--- config.mk ---
export PLATFORM = sky130hd
export DESIGN_NAME = param_datapath
export DESIGN_NICKNAME = d
export VERILOG_FILES = /design/src/rtl/param_datapath.sv
export SDC_FILE = /design/constraint.sdc
export NUM_CORES = 2
export LEC_CHECK = 0
export ABC_AREA = 1
export ABC_CLOCK_PERIOD_IN_PS = 7000
export CORE_MARGIN = 8
export CORE_UTILIZATION = 40
export DETAILED_ROUTE_END_ITERATION = 16
export GPL_TIMING_DRIVEN = 1
export PLACE_DENSITY_LB_ADDON = 0.2
export SLEW_MARGIN = 20
export SYNTH_ARGS = -nofsm -noshare
export SYNTH_HDL_FRONTEND = slang
export SYNTH_SLANG_ARGS = --single-unit
--- constraint.sdc ---
create_clock -name clk -period 7 [get_ports clk]
set_input_delay 0.7 -clock clk [delete_from_list [all_inputs] [get_ports clk]]
set_output_delay 0.7 -clock clk [all_outputs]
set_load 0.05 [all_outputs]
--- src/rtl/param_datapath.sv ---
// Bus-based CPU datapath: register file, HI/LO/Y/Z/PC/MAR/MDR, shared bus and sequenced ALU.
// Define PARAM_DATAPATH_MULDIV_EN to build the iterative MUL/DIV sequencer.
module param_datapath #(
    parameter int WIDTH = 32,
    parameter int NREGS = 16,
    parameter int RSW   = $clog2(NREGS)
) (
    input  logic             clk,
    input  logic             clr,
    input  logic             reg_wr,
    input  logic [RSW-1:0]   reg_wsel,
    input  logic             reg_rd,
    input  logic [RSW-1:0]   reg_rsel,
    input  logic             ba_out,
    input  logic [2:0]       src_sel,
    input  logic [WIDTH-1:0] imm,
    input  logic [WIDTH-1:0] inport_data,
    input  logic             hi_in,
    input  logic             lo_in,
    input  logic             y_in,
    input  logic             mar_in,
    input  logic             pc_in,
    input  logic             pc_inc,
    input  logic             mdr_in,
    input  logic             mdr_rd,
    input  logic [WIDTH-1:0] mem_data_in,
    input  logic [4:0]       opcode,
    input  logic             alu_start,
    output logic             alu_busy,
    output logic             alu_done,
    output logic [WIDTH-1:0] bus,
    output logic [WIDTH-1:0] mar_q,
    output logic [WIDTH-1:0] mdr_q,
    output logic [WIDTH-1:0] pc_q
);
    localparam int SHW = $clog2(WIDTH);

    logic [WIDTH-1:0]   regFile_q [NREGS];
    logic [WIDTH-1:0]   hi_q, lo_q, y_q;
    logic [2*WIDTH-1:0] z_q, zNext;
    logic               zWrite, done_q;
    logic [WIDTH-1:0]   singleRes;
    logic [SHW-1:0]     shAmt;
    logic [2*WIDTH-1:0] rotR, rotL;

    // R0 only reads as zero when used as a base address (ba_out).
    always_comb begin
        bus = '0;
        if (reg_rd) begin
            if (!(ba_out && reg_rsel == '0)) bus = regFile_q[reg_rsel];
        end else begin
            case (src_sel)
                3'd0: bus = hi_q;
                3'd1: bus = lo_q;
                3'd2: bus = z_q[2*WIDTH-1:WIDTH];
                3'd3: bus = z_q[WIDTH-1:0];
                3'd4: bus = pc_q;
                3'd5: bus = mdr_q;
                3'd6: bus = inport_data;
                3'd7: bus = imm;
            endcase
        end
    end

    always_ff @(posedge clk) begin
        if (clr) begin
            for (int i = 0; i < NREGS; i++) regFile_q[i] <= '0;
            hi_q  <= '0;
            lo_q  <= '0;
            y_q   <= '0;
            mar_q <= '0;
            mdr_q <= '0;
            pc_q  <= '0;
        end else begin
            if (reg_wr) regFile_q[reg_wsel] <= bus;
            if (hi_in)  hi_q  <= bus;
            if (lo_in)  lo_q  <= bus;
            if (y_in)   y_q   <= bus;
            if (mar_in) mar_q <= bus;
            if (pc_in)       pc_q <= bus;
            else if (pc_inc) pc_q <= pc_q + WIDTH'(1);
            if (mdr_in) mdr_q <= mdr_rd ? mem_data_in : bus;
        end
    end

    assign shAmt = bus[SHW-1:0];

    // Rotates are taken from a doubled copy of A so a zero amount needs no special case.
    always_comb begin
        rotR      = {y_q, y_q} >> shAmt;
        rotL      = {y_q, y_q} << shAmt;
        singleRes = '0;
        case (opcode)
            5'd0:    singleRes = y_q + bus;
            5'd1:    singleRes = y_q - bus;
            5'd2:    singleRes = y_q & bus;
            5'd3:    singleRes = y_q | bus;
            5'd4:    singleRes = y_q >> shAmt;
            5'd5:    singleRes = $signed(y_q) >>> shAmt;
            5'd6:    singleRes = y_q << shAmt;
            5'd7:    singleRes = rotR[WIDTH-1:0];
            5'd8:    singleRes = rotL[2*WIDTH-1:WIDTH];
            5'd9:    singleRes = -bus;
            5'd10:   singleRes = ~bus;
            default: singleRes = '0;
        endcase
    end

`ifdef PARAM_DATAPATH_MULDIV_EN
    typedef enum logic [1:0] {IDLE, RUN, FIX} aluState_e;

    aluState_e          state_q, state_d;
    logic [SHW-1:0]     cnt_q;
    logic               isMul_q, negQ_q, negR_q, divZero_q;
    logic [WIDTH-1:0]   dividend_q, mplier_q, quot_q, divisor_q, rem_q;
    logic [2*WIDTH-1:0] mcand_q, prod_q, fixRes;
    logic               isIter, startIter;
    logic [WIDTH-1:0]   aMag, bMag;
    logic [WIDTH:0]     remShift, remTrial;

    assign isIter    = (opcode == 5'd11) || (opcode == 5'd12);
    assign startIter = (state_q == IDLE) && alu_start && isIter;
    assign aMag      = y_q[WIDTH-1] ? -y_q : y_q;
    assign bMag      = bus[WIDTH-1] ? -bus : bus;
    assign remShift  = {rem_q, quot_q[WIDTH-1]};
    assign remTrial  = remShift - {1'b0, divisor_q};

    always_ff @(posedge clk) begin
        if (clr) state_q <= IDLE;
        else     state_q <= state_d;
    end

    always_comb begin
        state_d = state_q;
        case (state_q)
            IDLE:    if (startIter) state_d = RUN;
            RUN:     if (cnt_q == SHW'(WIDTH - 1)) state_d = FIX;
            FIX:     state_d = IDLE;
            default: state_d = IDLE;
        endcase
    end

    always_comb begin
        alu_busy = (state_q != IDLE);
        zWrite   = 1'b0;
        zNext    = {{WIDTH{1'b0}}, singleRes};
        if (state_q == FIX) begin
            zWrite = 1'b1;
            zNext  = fixRes;
        end else if (state_q == IDLE && alu_start && !isIter) begin
            zWrite = 1'b1;
        end
    end

    // Iterations run on magnitudes; signs are applied once in FIX.
    always_comb begin
        if (isMul_q) begin
            fixRes = negQ_q ? -prod_q : prod_q;
        end else if (divZero_q) begin
            fixRes = {dividend_q, {WIDTH{1'b1}}};
        end else begin
            fixRes[WIDTH-1:0]       = negQ_q ? -quot_q : quot_q;
            fixRes[2*WIDTH-1:WIDTH] = negR_q ? -rem_q : rem_q;
        end
    end

    always_ff @(posedge clk) begin
        if (clr) begin
            cnt_q      <= '0;
            isMul_q    <= 1'b0;
            negQ_q     <= 1'b0;
            negR_q     <= 1'b0;
            divZero_q  <= 1'b0;
            dividend_q <= '0;
            mcand_q    <= '0;
            mplier_q   <= '0;
            prod_q     <= '0;
            quot_q     <= '0;
            divisor_q  <= '0;
            rem_q      <= '0;
        end else if (startIter) begin
            cnt_q      <= '0;
            isMul_q    <= (opcode == 5'd11);
            negQ_q     <= y_q[WIDTH-1] ^ bus[WIDTH-1];
            negR_q     <= y_q[WIDTH-1];
            divZero_q  <= (bus == '0);
            dividend_q <= y_q;
            mcand_q    <= {{WIDTH{1'b0}}, aMag};
            mplier_q   <= bMag;
            prod_q     <= '0;
            quot_q     <= aMag;
            divisor_q  <= bMag;
            rem_q      <= '0;
        end else if (state_q == RUN) begin
            cnt_q <= cnt_q + SHW'(1);
            if (isMul_q) begin
                if (mplier_q[0]) prod_q <= prod_q + mcand_q;
                mcand_q  <= mcand_q << 1;
                mplier_q <= mplier_q >> 1;
            end else if (!remTrial[WIDTH]) begin
                rem_q  <= remTrial[WIDTH-1:0];
                quot_q <= {quot_q[WIDTH-2:0], 1'b1};
            end else begin
                rem_q  <= remShift[WIDTH-1:0];
                quot_q <= {quot_q[WIDTH-2:0], 1'b0};
            end
        end
    end
`else
    always_comb begin
        alu_busy = 1'b0;
        zWrite   = alu_start;
        zNext    = {{WIDTH{1'b0}}, singleRes};
    end
`endif

    always_ff @(posedge clk) begin
        if (clr) begin
            z_q    <= '0;
            done_q <= 1'b0;
        end else begin
            done_q <= zWrite;
            if (zWrite) z_q <= zNext;
        end
    end

    assign alu_done = done_q;

endmodule

; Yosys cells after proc, flatten, opt, wreduce, memory -nomap -nowiden
; Memory sizes are Yosys's and may differ from the RTL's.
; Cells that the tools add are included.
[classes]
add_sub_neg = 4
eq_ne = 17
shifts = 5
muxes = 15
bitwise_logic = 3
reduce_logical = 6
[ops]
columns = operator, count
row1 = 32-bit case mux with 11 select lines, 1
row2 = 32-bit case mux with 8 select lines, 1
row3 = 32-bit 2-to-1 mux, 6
row4 = 64-bit by 5-bit << shifter with 64-bit output, 1
row5 = 64-bit by 5-bit right shift with 32-bit output, 1
row6 = 32-bit by 1-bit adder with 32-bit output (second input constant), 1
row7 = 32-bit adder, 1
row8 = 32-bit bitwise AND, 1
row9 = 32-bit negation, 1
row10 = 32-bit NOT, 1
row11 = 32-bit OR, 1
row12 = 32-bit OR reduction, 1
row13 = 32-bit by 5-bit << shifter with 32-bit output, 1
row14 = 32-bit by 5-bit right shift with 32-bit output, 1
row15 = 32-bit by 5-bit >>> shifter with 32-bit output, 1
row16 = 32-bit subtractor, 1
row17 = 5-bit by 3-bit equality test with 1-bit output (second input constant), 4
row18 = 5-bit by 4-bit equality test with 1-bit output (second input constant), 3
row19 = 3-bit equality test (second input constant), 4
row20 = 5-bit by 2-bit equality test with 1-bit output (second input constant), 2
row21 = 3-bit by 2-bit equality test with 1-bit output (second input constant), 2
row22 = 1-bit 2-to-1 mux, 6
row23 = 5-bit by 1-bit equality test with 1-bit output (second input constant), 1
row24 = 5-bit logical NOT, 1
row25 = 6 further kinds, 6
[totals]
regBits = 225
mem_bits_rw = 512
input_bits = 126
memories = 1
[mem_list]
columns = memory, words, width, rd, rd_ports_with_merged_regs, wr, line_no
row1 = regFile_q, 16, 32, 1, 0, 16, 38  ; logic [WIDTH-1:0] regFile_q [NREGS];

; Logic depth before layout (Yosys ltp)
[depth]
depth_word = 6
ltp_mapped = 35
ltp_nobuf = 29

; Worst setup path after synthesis
; OpenSTA, ideal clock, no wires.
[synth_path]
kind = input to register
startpoint = in reg_rsel[0]
endpoint = reg z_q[17]
arrival_ns = 4.639
required_ns = 6.868
slack_ns = 2.229
stages = 29
path_buffers = 5
path_cell_list = buf_6 inv_2 buf_4 buf_4 nand2_1 nand3_1 nand2_1 nand2_1 nand3_1 nand3_2 nand2_2 buf_1 clkbuf_1 inv_1 ha_1 a21oi_1 a21boi_0 o21ai_0 a21oi_1 o21bai_1 nand2_1 nand2_1 or2_2 nand3_1 nand3b_1 a21oi_1 nand3_1 nand2_1 a21oi_1
[synth_between]
elab_chain_len = 6
word_cells_on_any_way = 17
classes_between = 3 x add/sub / 5 x shift / 3 x mux / 3 x bitwise / 2 x reduce/logical / 1 x memory
[synth_lines]
columns = item, line_no
row1 = start: declaration, 13  ; input logic [RSW-1:0] reg_rsel,
row2 = branches (longest 2 deep; another with memory 16 x 32 bit), n/a
row3 = 32-bit 2-to-1 mux (*), 50  ; if (!(ba_out && reg_rsel == '0)) bus = regFile_q[reg_rsel];
row4 = 32-bit 2-to-1 mux (*), 49  ; if (reg_rd) begin
row5 = named net bus[4], 31  ; output logic [WIDTH-1:0] bus,
row6 = "32-bit negation, or another cell as far along", 103  ; 5'd9: singleRes = -bus;
row7 = 32-bit case mux with 11 select lines (*), 93  ; case (opcode)
row8 = end signal: assignment, 223  ; if (zWrite) z_q <= zNext;
row9 = end: declaration, 40  ; logic [2*WIDTH-1:0] z_q, zNext;
; Mark *: on every way through the listed nets, which the timed path passes.
; A chain may end at the register's enable or synchronous reset.

; Final worst setup path
[layout_path]
startpoint = in src_sel[2]
endpoint = reg z_q[31]
[layout_between]
elab_chain_len = 5
word_cells_on_any_way = 22
classes_between = 3 x add/sub / 7 x eq/ne / 5 x shift / 3 x mux / 3 x bitwise / 1 x reduce/logical
[layout_lines]
columns = item, line_no
row1 = start: declaration, 15  ; input logic [2:0] src_sel,
row2 = "3-bit equality test, or another cell as far along", 52  ; case (src_sel)
row3 = 32-bit case mux with 8 select lines (*), 52
row4 = 32-bit 2-to-1 mux (*), 49
row5 = "32-bit negation, or another cell as far along", 103
row6 = 32-bit case mux with 11 select lines (*), 93
; Mark *: on every way between the ends. The rest lies on a longest branch, timed or not.

==> summary.txt <==
Global routing
  – Total grt overflow: 0
  – Largest net degree at the start of global routing: about 130
  – GRT Util Overall: 0.326
  – First-pass GRT wire length: 303,000 µm
  – Initial antenna violation count: 12
  – Number of global-route vias before repair: 41,900

Setup path
  – CP most frequent cell: nand2_1
  – Crit path buf inv count: 5
  – Worst path cell trace: clkdlybuf4s50_1, inv_1, nand3_1, inv_2, nand2_1, o21ai_0, a221oi_1, o2111ai_1, nand3_1, nand2_1, inv_1, buf_4, ha_1, a21oi_1, o21ai_0, nand2_1, nand2_1, a2111oi_0, nand2_1, nand2_1, nand3_1, nand2_1, nand2_1, a21oi_1
  – Worst Setup End Kind: flip-flop
  – CP required: 7.60 ns
  – Max stage delay cell, worst path: clkdlybuf4s50_1
  – Worst setup SP type: primary input
  – Crit path kind: in -> reg
  – CP arrival: 6.41 ns
  – Worst path max stage delay: approximately 0.74 ns
  – Critical-path maximum fanout: 32
  – CP top delay family: compound AO/OA/AOI/OAI gates

Synthesis
  – Ys async rst share: 0
  – Synth Net Count: roughly 6,400
  – Synth Cell Area: 0.0453 mm²
  – Count leader, synth: nand2_1
  – Top_reg_cell synth: edfxtp_1
  – Cell taking the most area after synthesis: edfxtp_1
  – Yosys cell types: 58
  – Ys Warns: 0
  – Flops & latches, synth: 737
  – Avg Inst Size Synth: between 7 and 8 µm²
  – Post-synth EDFFs: 512
  – Synth Instances: just over 6,000
  – Seq/Total Area, Yosys: 0.439
  – Post-synth top cells: nand2_1 (1,469), nor2_1 (945), nand3_1 (598)
  – Top post-synthesis cells by area: edfxtp_1 (34%), nand2_1 (12%), dfxtp_1 (9.9%)
  – Share of the synthesized area in the top cell type: 0.340

Placement
  – Placer Congestion: 1.07
  – Placed cells: approximately 7,600
  – Detailed placement HPWL: around 150,000 µm
  – Port bufs: 254

Worst hold path
  – Hold Path Class: reg -> reg

CTS
  – Hold buffer count at cts: 0
  – CTS resizes: 0
  – # clock sinks: 737
  – Post-CTS setup buffer count: 0
  – H-tree depth: 3
  – Clock Tree Buf Depth: 3
  – Worst-skew pair later-pin latency: approximately 0.69 ns
  – Root Driver: clkbuf_16
  – Num CTS Buffers: 84
  – CTS tree: done
  – Worst-path clk slew: 0.06 ns

Timing
  – Highest Clock Rate: 172 MHz
  – RSZ-0062 raised after global routing: false
  – Post-route clock period utilization: 0.830
  – Slew of the pin with the lowest slew margin: 1.11 ns
  – Endpoints failing hold: 0
  – Final setup skew: between 0.03 and 0.04 ns
  – Setup TNS: 0 ns
  – Worst slew margin relative to its limit: 0.259
  – Final setup viols: 0
  – Slew Limit Fails: 0
  – Min cycle time layout: 5.81 ns

Power
  – Pleak: ~22 nW
  – Max rail drop VDD: 0.000192 V
  – PD cells: 252 mW/mm²

Finish
  – P&R area growth vs syn: 13.5%
  – Final Non-Filler Cells: 7,728
  – Final Core Density: 0.458
  – Ratio of cells with drive above 1 in the final layout: 0.0540
  – Post-layout nets: ~6,400

Routing
  – DRT Pass-1 Iters: 6
  – Number of nets with antenna violations after routing: 0
  – Iter 0 DRT Violations: 6,372
  – Via density: ~5.9
  – Post-DR wirelength/cell: 27.7 µm
  – Post-route DRC: 0
  – Routed vias: 45,800
  – Drt total wl: between 200,000 and 250,000 µm

Floorplanning
  – CORE AREA: 0.112 mm²
  – Std-Cell Rows: 123
  – Die width: 352 µm
  – Die outline height: 352 µm
  – Die area: 0.124 mm²
  – Initial Util: 0.403
  – Io pins: roughly 260

Outcome
  – Status: complete, no violations

Flow run
  – Maxcap violations: 0
-- cell type report --
class	count	area, µm²
tap	1500	1880
multi-input combinational	4428	21400
antenna	8	20.0
inverter	514	1950
clock inverter	42	374
clock buffer	112	2240
timing repair buffer	387	3630
fill	11400	60900
sequential	737	19900
-- logic make-up after synthesis --
kind of cell / Yosys count / share of synthesized area
adder cells (fa/ha/maj): 96 / 0.0269
XOR/XNOR: 24 / 0.00464
AND/OR/NAND/NOR: 3140 / 0.285
buffers and inverters: 969 / 0.0894
other: 1 / 0.0000828
flip-flops: 737 / 0.439
AO/OA/AOI/OAI: 1167 / 0.155
-- flip-flops by register name, indices dropped and copies added (netlist names) --
signal	count
regFile_q	512
mdr_q	32
mar_q	32
alu_done	1
lo_q	32
y_q	32
hi_q	32
pc_q	32
z_q	32
-- worst min-delay path: stages, from the launching register on --
cell     delay (ns)
dfxtp_1        0.31
nand2_1        0.06
a21oi_1        0.06
-- metrics by stage --
| stage | area, µm² | setup slack [ns] | hold slack, ns | power (mW) |
|---|---|---|---|---|
| after floorplan | 45300 | 2.23 | 0.444 | 7.24 |
| after global placement | 48800 | 0.632 | 0.459 | 8.61 |
| after detailed placement | 48800 | 0.716 | 0.460 | 8.61 |
| after CTS | 51400 | 1.39 | 0.469 | 12.9 |
| after global routing | 51400 | 1.05 | 0.490 | 13.3 |
| final | 51400 | 1.19 | 0.474 | 12.9 |
-- cells in the final DEF (no fill, tap or decap), types with 6 or more instances in the layout --
master           synthesis  routed
nor3_1                  32      32
clkbuf_16                0      84
o21a_1                   8       8
o22ai_1                 16      16
xor2_1                  21      21
nand4_1                 17      17
nand2_1               1469    1453
nand3b_1                21      21
o21ai_0                438     438
o211ai_1               149     149
nand2_2                  8      21
nand3_2                  7       7
inv_1                  488     485
a221oi_1                31      31
inv_2                   21      20
clkdlybuf4s50_1          0     246
or2_2                    9       9
nand3_1                598     598
dfxtp_1                225     225
buf_4                   38     127
diode_2                  0       8
ha_1                    94      94
or2_1                    6       6
clkinv_1                 5      16
o2111ai_1               20      20
o221ai_1               124     124
a21oi_1                283     282
o21ai_1                 48      48
buf_12                   0       9
nor2_1                 945     940
a211oi_1                 6       6
o21bai_1                11      11
edfxtp_1               512     512
and2_1                  11      11
inv_6                    0       6
a31oi_1                  9       9
clkinv_2                 0      13
clkbuf_1               214      25
-- layer usage --
layer | global-route usage | up-vias | wire length [µm]
li1 | - | 20700 | -
met4 | 0.162 | 8 | 12700
met5 | 0 | - | 59
met2 | 0.514 | 2652 | 96300
met3 | 0.0613 | 503 | 20100
met1 | 0.428 | 22000 | 84900
-- path summary, 6_finish.rpt --
path,cells after the start,slack [ns],end,start
max,24,1.19,z_q[31],src_sel[2]
min,2,0.47,z_q[0],z_q[0]
max reg2reg,20,2.01,z_q[31],pc_q[26]
min reg2reg,2,0.47,z_q[0],z_q[0]
-- power by group --
| group | internal, mW | total (mW) | switching (mW) |
|---|---|---|---|
| sequential | 4.87 | 5.00 | 0.139 |
| clock | 2.35 | 4.29 | 1.94 |
| combinational | 0.946 | 3.64 | 2.69 |
| total | 8.16 | 12.9 | 4.77 |
(Power assumes the default switching activity.)
